## src/rtl/alarm_clock_pkg.sv

```systemverilog
// Shared definitions for the alarm clock keypad path: key codes, entry FSM states, BCD limits.
// No logic; constants, types and a time validator only.
// Not applicable (package).
package alarm_clock_pkg;

    localparam logic [3:0] KEY_ENTER      = 4'hA;
    localparam logic [3:0] KEY_CLEAR      = 4'hB;
    localparam logic [3:0] MAX_BCD        = 4'd9;
    localparam logic [3:0] MAX_MS_HR      = 4'd2;
    localparam logic [3:0] MAX_LS_HR_AT_2 = 4'd3;
    localparam logic [3:0] MAX_MS_MIN     = 4'd5;

    typedef enum logic [1:0] {
        IDLE  = 2'd0,
        ENTRY = 2'd1,
        FULL  = 2'd2
    } entry_state_e;

    typedef struct packed {
        logic [3:0] ms_hr;
        logic [3:0] ls_hr;
        logic [3:0] ms_min;
        logic [3:0] ls_min;
    } alarm_digits_t;

    // HH must be 00..23 and MM 00..59.
    function automatic logic valid_alarm_time(input alarm_digits_t d);
        logic ok;
        ok = (d.ms_hr <= MAX_MS_HR) && (d.ls_hr <= MAX_BCD) &&
             (d.ms_min <= MAX_MS_MIN) && (d.ls_min <= MAX_BCD);
        if (d.ms_hr == MAX_MS_HR && d.ls_hr > MAX_LS_HR_AT_2)
            ok = 1'b0;
        return ok;
    endfunction

endpackage

```

## src/rtl/entry_timeout_cnt.sv

```systemverilog
// Idle-seconds counter for keypad entry; expiring flags the tick that reaches TIMEOUT_SEC.
// expired is expiring registered: high for the one cycle after that edge.
// No backpressure; clear has priority over tick.
module entry_timeout_cnt #(
    parameter int unsigned TIMEOUT_SEC = 10,
    parameter int unsigned CNT_W       = 8
) (
    input  logic clk,
    input  logic reset,
    input  logic clear,
    input  logic tick,
    output logic expiring,
    output logic expired
);

    localparam logic [CNT_W-1:0] LAST_CNT = CNT_W'(TIMEOUT_SEC - 1);

    logic [CNT_W-1:0] cnt_q;

    assign expiring = tick && !clear && (cnt_q == LAST_CNT);

    always_ff @(posedge clk or negedge reset) begin
        if (!reset) begin
            cnt_q   <= '0;
            expired <= 1'b0;
        end else begin
            expired <= expiring;
            if (clear)
                cnt_q <= '0;
            else if (tick)
                cnt_q <= cnt_q + 1'b1;
        end
    end

endmodule

```

## src/rtl/alarm_key_entry.sv

```systemverilog
// Assembles four keypad BCD digits into HH:MM, validates on ENTER, strobes load_new_a.
// All outputs registered: a key sampled at edge N shows on outputs after edge N.
// No backpressure; keys arrive as single-cycle strobes and are never stalled.
module alarm_key_entry
    import alarm_clock_pkg::*;
#(
    parameter int unsigned TIMEOUT_SEC = 10,
    parameter int unsigned CNT_W       = 8
) (
    input  logic       clk,
    input  logic       reset,
    input  logic       one_second,
    input  logic       key_valid,
    input  logic [3:0] key_code,
    output logic [3:0] new_alarm_ms_hr,
    output logic [3:0] new_alarm_ls_hr,
    output logic [3:0] new_alarm_ms_min,
    output logic [3:0] new_alarm_ls_min,
    output logic       load_new_a,
    output logic       entry_active,
    output logic [2:0] digit_count,
    output logic       entry_error,
    output logic       entry_timeout
);

    entry_state_e  state_q, state_d;
    alarm_digits_t dig_q, dig_d;
    logic [2:0]    cnt_q, cnt_d;
    logic          load_q, load_d;
    logic          err_q, err_d;
    logic          is_digit;
    logic          timeout_now;
    logic          timeout_q;

    assign is_digit = (key_code <= MAX_BCD);

    entry_timeout_cnt #(
        .TIMEOUT_SEC (TIMEOUT_SEC),
        .CNT_W       (CNT_W)
    ) u_timeout (
        .clk      (clk),
        .reset    (reset),
        .clear    (key_valid || (state_q == IDLE)),
        .tick     (one_second),
        .expiring (timeout_now),
        .expired  (timeout_q)
    );

    always_comb begin
        state_d = state_q;
        dig_d   = dig_q;
        cnt_d   = cnt_q;
        load_d  = 1'b0;
        err_d   = 1'b0;
        // timeout_now can only be set when no key arrives this cycle
        if (timeout_now) begin
            state_d = IDLE;
            dig_d   = '0;
            cnt_d   = 3'd0;
        end else if (key_valid) begin
            unique case (state_q)
                IDLE: begin
                    if (is_digit) begin
                        dig_d   = {12'h000, key_code};
                        cnt_d   = 3'd1;
                        state_d = ENTRY;
                    end else if (key_code == KEY_CLEAR) begin
                        dig_d = '0;
                    end
                end
                ENTRY: begin
                    if (is_digit) begin
                        dig_d = {dig_q.ls_hr, dig_q.ms_min, dig_q.ls_min, key_code};
                        cnt_d = cnt_q + 3'd1;
                        if (cnt_q == 3'd3)
                            state_d = FULL;
                    end else if (key_code == KEY_ENTER) begin
                        err_d   = 1'b1;
                        dig_d   = '0;
                        cnt_d   = 3'd0;
                        state_d = IDLE;
                    end else if (key_code == KEY_CLEAR) begin
                        dig_d   = '0;
                        cnt_d   = 3'd0;
                        state_d = IDLE;
                    end
                end
                FULL: begin
                    if (key_code == KEY_ENTER) begin
                        cnt_d   = 3'd0;
                        state_d = IDLE;
                        if (valid_alarm_time(dig_q)) begin
                            load_d = 1'b1;
                        end else begin
                            err_d = 1'b1;
                            dig_d = '0;
                        end
                    end else if (key_code == KEY_CLEAR) begin
                        dig_d   = '0;
                        cnt_d   = 3'd0;
                        state_d = IDLE;
                    end
                end
                default: begin
                    state_d = IDLE;
                    dig_d   = '0;
                    cnt_d   = 3'd0;
                end
            endcase
        end
    end

    always_ff @(posedge clk or negedge reset) begin
        if (!reset) begin
            state_q <= IDLE;
            dig_q   <= '0;
            cnt_q   <= 3'd0;
            load_q  <= 1'b0;
            err_q   <= 1'b0;
        end else begin
            state_q <= state_d;
            dig_q   <= dig_d;
            cnt_q   <= cnt_d;
            load_q  <= load_d;
            err_q   <= err_d;
        end
    end

    assign new_alarm_ms_hr  = dig_q.ms_hr;
    assign new_alarm_ls_hr  = dig_q.ls_hr;
    assign new_alarm_ms_min = dig_q.ms_min;
    assign new_alarm_ls_min = dig_q.ls_min;
    assign digit_count      = cnt_q;
    assign load_new_a       = load_q;
    assign entry_error      = err_q;
    assign entry_timeout    = timeout_q;
    assign entry_active     = (state_q != IDLE);

endmodule

```

## config.mk

```make
export PLATFORM = sky130hd
export DESIGN_NAME = alarm_key_entry
export DESIGN_NICKNAME = d
export VERILOG_FILES = /design/src/rtl/alarm_clock_pkg.sv /design/src/rtl/entry_timeout_cnt.sv /design/src/rtl/alarm_key_entry.sv
export SDC_FILE = /design/constraint.sdc
export NUM_CORES = 1
export LEC_CHECK = 0
export ABC_CLOCK_PERIOD_IN_PS = 4200
export BUFFER_PORTS_ARGS = -buffer_cell sky130_fd_sc_hd__buf_2
export CORE_AREA = 10 10 65 73
export CTS_CLUSTER_DIAMETER = 150
export DETAILED_ROUTE_END_ITERATION = 8
export DIE_AREA = 0 0 75 83
export GPL_ROUTABILITY_DRIVEN = 0
export PLACE_DENSITY = 0.75
export SLEW_MARGIN = 30
export SYNTH_ARGS = -nofsm -noshare
export SYNTH_HDL_FRONTEND = slang
export SYNTH_SLANG_ARGS = --single-unit
```

## constraint.sdc

```tcl
create_clock -name clk -period 4.2 [get_ports clk]
set_clock_uncertainty 0.1 [all_clocks]
set_input_delay 0.42 -clock clk [delete_from_list [all_inputs] [get_ports clk]]
set_output_delay 0.42 -clock clk [all_outputs]
set_load 0.01 [all_outputs]
```

# ---- Yosys cells after proc, flatten, opt, wreduce, memory -nomap -nowiden
# Cells that the tools add are included.
dict set report word_totals {
  memories 0
  reg_bits 32
  ramBits 0
  latchBits 0
  romBits 0
  word_cells 86
}
dict set report op_classes {
  reduce_logical 15
  n_mul 0
  addsub 2
  n_eq_ne 10
  magnitude_cmp 6
  shift 0
  bitwise_logic 0
  n_div 0
  muxes 43
}
# op count
set ops {}
lappend ops {{$mux W16} 8}
lappend ops {{$pmux W16 S3} 1}
lappend ops {{$mux W3} 6}
lappend ops {{$mux W1} 16}
lappend ops {{$mux W8} 2}
lappend ops {{$mux W2} 7}
lappend ops {{$le A4 B4 Y1 const B} 3}
lappend ops {{$pmux W3 S3} 1}
lappend ops {{$add A8 B1 Y8 const B} 1}
lappend ops {{$eq A4 B4 Y1 const B} 2}
lappend ops {{$eq A8 B4 Y1 const B} 1}
lappend ops {{$ne A4 B3 Y1 const B} 2}
lappend ops {{$logic_and A1 B1 Y1} 6}
lappend ops {{$pmux W2 S3} 1}
lappend ops {{$reduce_bool A2 Y1} 3}
lappend ops {{$eq A4 B2 Y1 const B} 1}
lappend ops {{$gt A4 B2 Y1 const B} 1}
lappend ops {{$le A4 B2 Y1 const B} 1}
lappend ops {{$le A4 B3 Y1 const B} 1}
lappend ops {{$reduce_and A2 Y1} 2}
lappend ops {{$add A3 B1 Y3 const B} 1}
lappend ops {{$eq A3 B2 Y1 const B} 1}
lappend ops {{$ne A3 B2 Y1 const B} 1}
lappend ops {{$reduce_and A3 Y1} 1}
lappend ops {{6 further kinds} 6}

# ---- Logic depth before layout (Yosys ltp)
# Gate-level depths: netlist (run 1).
dict set report depth {
  depth_word 14
  mapped_depth 8
  ltp_nobuf 7
}

# ---- Hierarchy
# From an unflattened synthesis (run 1), not the netlist that was laid out.
dict set report unflattened {
  hier_cells 203
  hier_area_um2 1979.4
}
# mod area_each_um2 instances cells_per_inst
set modules_own_cells {}
lappend modules_own_cells {alarm_key_entry 1536.5 1 160}
lappend modules_own_cells {entry_timeout_cnt 442.9 1 43}

# ---- Worst setup path before layout (run 1)
# OpenSTA, ideal clock, no wires.
dict set report synth_path {
  path_kind {register -> register}
  startpoint {register state_q[0]}
  endpoint {register dig_q (netlist bit new_alarm_ms_min[0])}
  t_arrival_ns 1.888
  setup_slack_ns 2.147
  stages_incl_launch_ff 8
  period_less_slack_ns 2.053
  setup_ns 0.066
  path_cell_list {dfrtp_1 inv_1 ha_1 or4b_1 or3_4 a21oi_4 buf_6 a22o_1}
}
dict set report synth_between {
  elab_chain_cells 7
  elab_cells_between_ends 13
}
# element line
set synth_rtl {}
lappend synth_rtl {{start: declaration} alarm_key_entry.sv:26} ;# entry_state_e state_q, state_d;
lappend synth_rtl {{start signal: assignment} alarm_key_entry.sv:121} ;# state_q <= state_d;
lappend synth_rtl {{$logic_not A2 Y1} {alarm_key_entry.sv:43, alarm_key_entry.sv:61}}
lappend synth_rtl {{$logic_or A1 B1 Y1} alarm_key_entry.sv:43} ;# .clear (key_valid || (state_q == IDLE)),
lappend synth_rtl {{$logic_not A1 Y1} entry_timeout_cnt.sv:20} ;# assign expiring = tick && !clear && (cnt_q == LAST_CNT);
lappend synth_rtl {{$logic_and A1 B1 Y1 (2 in series)} entry_timeout_cnt.sv:20}
lappend synth_rtl {{$ne A4 B3 Y1 (no source line) or $reduce_bool A2 Y1 (tied branches)} n/a}
lappend synth_rtl {{$reduce_and A2 Y1 (no source line)} n/a}
lappend synth_rtl {{end signal: assignment} alarm_key_entry.sv:122} ;# dig_q <= dig_d;
lappend synth_rtl {{end: declaration} alarm_key_entry.sv:27} ;# alarm_digits_t dig_q, dig_d;
# Parallel ways exist; a longest one is shown, timed or not. The select of a mux whose other input is x is not followed.
# A chain may end at the register's enable or synchronous reset.

# ---- Worst setup path in the final report (run 1)
dict set report layout_path {
  startpoint {register state_q[0]}
  endpoint {register dig_q (netlist bit new_alarm_ls_min[2])}
}
# Same word-level chain as after synthesis.

==> results.cfg, run 1 <==
[critical_path]
worst_path_largest_cell_delay_ns = 0.49
r2r_start = state_q[0]$_DFFE_PN0P_
crit_chain = inv_1, ha_1, or4b_1, or3_4, a21oi_4, a22o_1
r2r_setup_slack_ns = 1.89
criticalPathCategory = flop to flop
path_max_fanout = 12
critPathSlowestCell = or4b_1
endpoint_kind = flop
cp-start-kind = flop
rr_endpoint = new_alarm_ls_min[2]$_DFFE_PN0P_
rr_worst_depth = 6
cp.required_ns = 4.38
critical_path.endpoint = new_alarm_ls_min[2]$_DFFE_PN0P_
cp-startpoint = state_q[0]$_DFFE_PN0P_
critPathArrivalTime_ns = 2.49

[global_route]
track_usage_pct = 12.5
antenna_found_initial = 0
grt_max_degree = 33
grt_pass1_vias = 1321
grt_pass1_wl_um = 6220
grt-ovfl-total = 0

[clock_tree]
post_cts_resize_count = 0
cts_setup_buffers = 0
cts_max_level = 2
path_clk_slew_ns = 0.09
cts_tree = done
cts_hold_buf = 0
clock_sinks = 32
cts_buffers = 5
worstSkewPairLatency_ns = 0.34
cts_root_buf = clkbuf_4
cts.path.max_buffers = 2

[sta]
relSlewSlack_pct = 53.4
max_freq_mhz = 434
period_share_pct = 54.9
final.setup.tns_ns = 0
rsz0062_at_grt = false
hold_viol_final = 0
setup_viol = 0
drv_slew = 0
worst_pin_slew_ns = 0.699
fin_crit_ns = 2.31

[floorplanning]
core-area_um2 = 3280
num_rows = 22
io_pins = 31
initial_core_util_pct = 48.9
dieArea_um2 = 6230
die_y_um = 83
dieWidth_um = 75

[logic_synthesis]
avgSynthCellArea_um2 = 10.5
synth_edf_count = 0
syn_nets = 168
synthArstFlopShare_pct = 100
synthFlopType = dfrtp_1
yosysSeqAreaShare_pct = 50.0
synth_warnings = 0
netlist_instances = 152
synth.distinct_cells = 40
ys_seq_elements = 32
syn-cell-area_um2 = 1600

[final_layout]
diodes = 0
fin_area_um2 = 1840
mostFrequentLayoutCells = 32 x dfrtp_1, 30 x buf_2, 16 x a22o_1
area_delta_synth_final_pct = 14.9
final_common_cell = dfrtp_1
drive_gt1_share_pct = 21.9
nets = 202

[power]
power.internal_mw = 0.591
p_comb_share_pct = 36.1
vdd_drop_max_v = 0.000287
power_switching_mw = 0.364
seq_power_share_pct = 44.8
p_clk_share_pct = 19.1
swShare_pct = 38.2
p_leak_nw = 0.933
power_density_nw_per_um2 = 520

[detailed_routing]
wl_per_cell_um = 16.4
drtAntennaViolNets = 0
first_iter_violations = 68
drcViolationCount = 0
drtPass1Iterations = 6
vias_per_cell = 5.87
routed_wl_um = 3650
vias = 1310

[placement]
post_dp_cell_area_um2 = 1780
hpwl_um = 2770
port_buffers = 30

[run]
cap_violations = 0

[outcome]
status = finished clean

[hold_path]
min_path_type = primary input to asynchronous set/reset pin
==> layer usage <==
layer / vias to the layer above / GRT usage (%) / wire length, µm
li1: 627 / - / -
met1: 638 / 15.1 / 1570
met2: 37 / 19.3 / 1780
met3: 8 / 4.05 / 247
met4: 0 / 5.65 / 56
met5: - / 0 / 0
==> area by class of cell <==
cell class	count	area [µm²]
well taps	36	45.0
multi-input cells	105	734
flip-flops and latches	32	801
inverters	11	41.3
fillers	311	1440
repair buffers	31	158
clock buffers	8	58.8
==> state kept, by name (all words and copies together) (netlist names) <==
signal and flops:
u_timeout.expired 1, digit_count 3, u_timeout.cnt_q 8, new_alarm_ls_min 4, entry_error 1, state_q 2, new_alarm_ms_hr 4, new_alarm_ls_hr 4
load_new_a 1, new_alarm_ms_min 4
==> cell usage after synthesis, drive strengths merged (2+ instances only) <==
| cell | instances | share of area [%] |
|---|---|---|
| o21ai | 8 | 2.5 |
| dfrtp | 32 | 50 |
| ha | 8 | 6.3 |
| and3 | 3 | 1.2 |
| inv | 11 | 2.6 |
| a21oi | 8 | 3.2 |
| a22o | 16 | 8.8 |
| a32o | 2 | 1.3 |
| nand4 | 3 | 1.2 |
| nor3 | 4 | 1.3 |
| or3 | 3 | 1.5 |
| nor2b | 2 | 0.78 |
| buf | 2 | 1.0 |
| xor2 | 4 | 2.2 |
| clkbuf | 2 | 0.47 |
| nand2 | 13 | 3.0 |
| nor2 | 12 | 2.8 |
==> per-stage QoR <==
stage	hold WS [ns]	cells	power [mW]	setup slack [ns]	util, %
after floorplan	0.0244	152	0.653	2.15	-
after global placement	0.389	215	0.763	2.02	54.3
after detailed placement	0.403	215	0.780	1.94	54.3
after CTS	0.0436	223	0.962	1.92	56.1
after global routing	0.0568	223	1.02	1.80	56.1
final	0.0201	223	0.955	1.89	56.1
==> worst min path at each step <==
stage	slack [ns]	to
6_report	0.02	new_alarm_ms_hr[2]$_DFFE_PN0P_
4_1_cts	0.04	u_timeout.cnt_q[1]$_DFFE_PN0P_
3_5_place_dp	0.40	digit_count[2]$_DFFE_PN0P_
2_1_floorplan	0.02	digit_count[0]$_DFFE_PN0P_
3_3_place_gp	0.39	digit_count[2]$_DFFE_PN0P_
5_1_grt	0.06	new_alarm_ls_min[0]$_DFFE_PN0P_
==> kinds of logic (layout without fill, tap and decap cells) <==
group | count (synthesis) | in the layout | share of synthesized area, %
AND/OR/NAND/NOR | 46 | 46 | 14.7
XOR/XNOR | 5 | 5 | 2.74
buffers and inverters | 15 | 50 | 4.07
adder cells (fa/ha/maj) | 8 | 8 | 6.26
AO/OA/AOI/OAI | 46 | 46 | 22.2
flip-flops | 32 | 32 | 50.0
==> critical path: cells and delay by family (launching register included) <==
kind	cells	cell delay [ns]
AOI/OAI and AO/OA	2	0.51
and+or+nand+nor	2	0.85
buffers and inverters	1	0.11
DFF	1	0.41
adders and majority gates	1	0.26
==> power by group through the flow <==
stage / Sequential (mW) / Clock [mW] / Combinational, mW
after floorplan: 0.440 / 0 / 0.213
after global placement: 0.428 / 0 / 0.335
after detailed placement: 0.433 / 0 / 0.347
after CTS: 0.428 / 0.187 / 0.347
after global routing: 0.437 / 0.201 / 0.385
final: 0.428 / 0.182 / 0.345
(Power assumes the default switching activity.)
==> inputs of run 2 (changes only) <==
--- a/config.mk
+++ b/config.mk
@@ -5,14 +5,15 @@
 export SDC_FILE = /design/constraint.sdc
 export NUM_CORES = 1
 export LEC_CHECK = 0
-export ABC_CLOCK_PERIOD_IN_PS = 4200
+export ABC_AREA = 1
+export ABC_CLOCK_PERIOD_IN_PS = 2400
 export BUFFER_PORTS_ARGS = -buffer_cell sky130_fd_sc_hd__buf_2
-export CORE_AREA = 10 10 65 73
+export CORE_AREA = 10 10 72 80
 export CTS_CLUSTER_DIAMETER = 150
 export DETAILED_ROUTE_END_ITERATION = 8
-export DIE_AREA = 0 0 75 83
+export DIE_AREA = 0 0 82 90
 export GPL_ROUTABILITY_DRIVEN = 0
-export PLACE_DENSITY = 0.75
+export PLACE_DENSITY = 0.74
 export SLEW_MARGIN = 30
 export SYNTH_ARGS = -nofsm -noshare
 export SYNTH_HDL_FRONTEND = slang
==> constraint.sdc (replaced) <==
create_clock -name clk -period 2.4 [get_ports clk]
set_clock_uncertainty 0.1 [all_clocks]
set_input_delay 0.24 -clock clk [delete_from_list [all_inputs] [get_ports clk]]
set_output_delay 0.24 -clock clk [all_outputs]
set_load 0.01 [all_outputs]
==> results.cfg, run 2 <==
[logic_synthesis]
netlist_instances = 285
syn-cell-area_um2 = 2030
yosysSeqAreaShare_pct = 39.4
synth_compound_area_share_pct = 5.72
synthFlopType = dfrtp_1
synth.distinct_cells = 26
synth_edf_count = 0
avgSynthCellArea_um2 = 7.13
synth_warnings = 0
yosysTopAreaCell = dfrtp_1
synth_top_family_by_area = simple AND/OR/NAND/NOR gates
ys_top_cells_by_area = dfrtp_1 39%, nand2_1 21%, nand3_1 6.9%
synth_xor_area_share_pct = 0
synthAdderAreaFrac_pct = 4.92
synthMuxAreaShare_pct = 0
ys_seq_elements = 32
synth_commonest_cells = 112 x nand2_1, 32 x dfrtp_1, 28 x nand3_1, 27 x inv_1, 24 x nor2_1
synth_top_area_share_pct = 39.4
synthArstFlopShare_pct = 100
syn_nets = 301
yosysMostFrequentCell = nand2_1
yosys.area_share.simple_pct = 41.7

[global_route]
antenna_found_initial = 0
grt_pass1_wl_um = 8340
grt-ovfl-total = 0
grt_pass1_vias = 1845
track_usage_pct = 13.8
grt_max_degree = 33

[clock_tree]
clock_sinks = 32
cts_buffers = 5
worstSkewPairLatency_ns = 0.28
cts_max_level = 2
path_clk_slew_ns = 0.07
cts_root_buf = clkbuf_8
cts.path.max_buffers = 2
cts_tree = done

[sta]
period_share_pct = 85.2
worst_pin_slew_ns = 0.720
hold_viol_final = 0
rsz0062_at_grt = false
hold_ws_ns = 0.164
final.setup.tns_ns = 0
relSlewSlack_pct = 52.0
drv_slew = 0
worst_slack_ns = 0.355
setup_viol = 0
max_freq_mhz = 489
fin_crit_ns = 2.05

[power]
power.internal_mw = 1.13
power_switching_mw = 0.806
swShare_pct = 41.7
p_comb_share_pct = 40.4
power_mw = 1.93
power_density_nw_per_um2 = 830
p_clk_share_pct = 22.0
p_leak_nw = 1.29
vdd_drop_max_v = 0.000478
seq_power_share_pct = 37.6

[critical_path]
critPathArrivalTime_ns = 2.15
path_max_fanout = 9
critical_path.top_delay_family = compound AO/OA/AOI/OAI gates
crit_chain = inv_1, ha_1, nor2_4, inv_4, nor2_8, a21oi_2, buf_4, nand3_1, o21ai_0
worst_path_largest_cell_delay_ns = 0.41
path_buf_inv = 3
endpoint_kind = flop
critPathSlowestCell = dfrtp_1
cp-start-kind = flop
cp.required_ns = 2.50
criticalPathCategory = flop to flop

[floorplanning]
dieArea_um2 = 7380
num_rows = 25
io_pins = 31
initial_core_util_pct = 48.5
die_y_um = 90
dieWidth_um = 82
core-area_um2 = 4190

[final_layout]
largest_register_ffs = 8
mostFrequentLayoutCells = 112 x nand2_1, 32 x dfrtp_1, 30 x buf_2
area_delta_synth_final_pct = 14.6
nets = 337
final_common_cell = nand2_1
fin_area_um2 = 2330
diodes = 0
fin_cells = 376
drive_gt1_share_pct = 18.6
final_core_util_pct = 55.6
largest_register = u_timeout.cnt_q

[placement]
pre_cts_slack_ns = 0.349
post_dp_cell_area_um2 = 2230
dp_cells = 367
hpwl_um = 3440
port_buffers = 30

[detailed_routing]
drtPass1Iterations = 4
routed_wl_um = 4630
wl_per_cell_um = 12.3
vias_per_cell = 5.03
drtAntennaViolNets = 0
drcViolationCount = 0
vias = 1890
first_iter_violations = 127

[outcome]
status = finished clean

[run]
cap_violations = 0

[hold_path]
min_path_type = primary input to flop
[run 2: cell type report]
class                      count  area [µm²]
clock buffer                   8        90.1
fill                         412        1860
inverter                      33         126
multi-input combinational    215        1060
sequential                    32         801
tap                           54        67.6
timing repair buffer          34         183
[run 2: worst register-to-register path, cell delays in order (launching register included)]
cell and delay, ns:
dfrtp_1 0.41, inv_1 0.12, ha_1 0.31, nor2_4 0.10
inv_4 0.09, nor2_8 0.04, a21oi_2 0.36, buf_4 0.21
nand3_1 0.07, o21ai_0 0.15
[run 2: logic make-up (layout without fill, tap and decap cells)]
logic type	count (synthesis)	in the layout
flops	32	32
compound gates	22	22
fa+ha+maj	8	8
simple gates	185	185
buf+inv	38	75
[run 2: final timing paths]
| path | depth (start not counted) | end | slack [ns] | start |
|---|---|---|---|---|
| worst max-delay path | 9 | new_alarm_ls_min[3]$_DFFE_PN0P_ | 0.35 | state_q[0]$_DFFE_PN0P_ |
| worst min-delay path | 3 | entry_error$_DFF_PN0_ | 0.16 | key_valid |
| worst max register to register | 9 | new_alarm_ls_min[3]$_DFFE_PN0P_ | 0.35 | state_q[0]$_DFFE_PN0P_ |
| worst min register to register | 1 | u_timeout.cnt_q[5]$_DFFE_PN0P_ | 0.42 | u_timeout.cnt_q[5]$_DFFE_PN0P_ |
| max in group asynchronous | 2 | new_alarm_ms_hr[0]$_DFFE_PN0P_ | 1.29 | reset |
| min in group asynchronous | 2 | digit_count[2]$_DFFE_PN0P_ | 0.45 | reset |
[run 2: power by group through the flow]
stage          clock [mW]  combinational [mW]  sequential (mW)
6_report            0.425               0.782            0.727
5_1_grt             0.458               0.884            0.744
4_1_cts             0.438               0.784            0.726
3_5_place_dp            0               0.781            0.735
3_3_place_gp            0               0.771            0.734
2_1_floorplan           0               0.524            0.749
[run 2: layer usage]
metal  global-route usage [%]  vias to the layer above  share of wire, %
li1                         -                      964                 -
met1                     16.3                      874                44
met2                     22.8                       44                50
met3                     2.69                        8               3.7
met4                     6.53                        0               2.1
met5                        0                        -                 0
[run 2: timing repair]
| action | 4_1_cts | 5_1_grt |
|---|---|---|
| hold endpoints to repair | 32 | 0 |
| gates resized for setup | 0 | 0 |
| hold buffers | 1 | 0 |
| setup endpoints to repair | 0 | 0 |
| setup buffers | 0 | 0 |
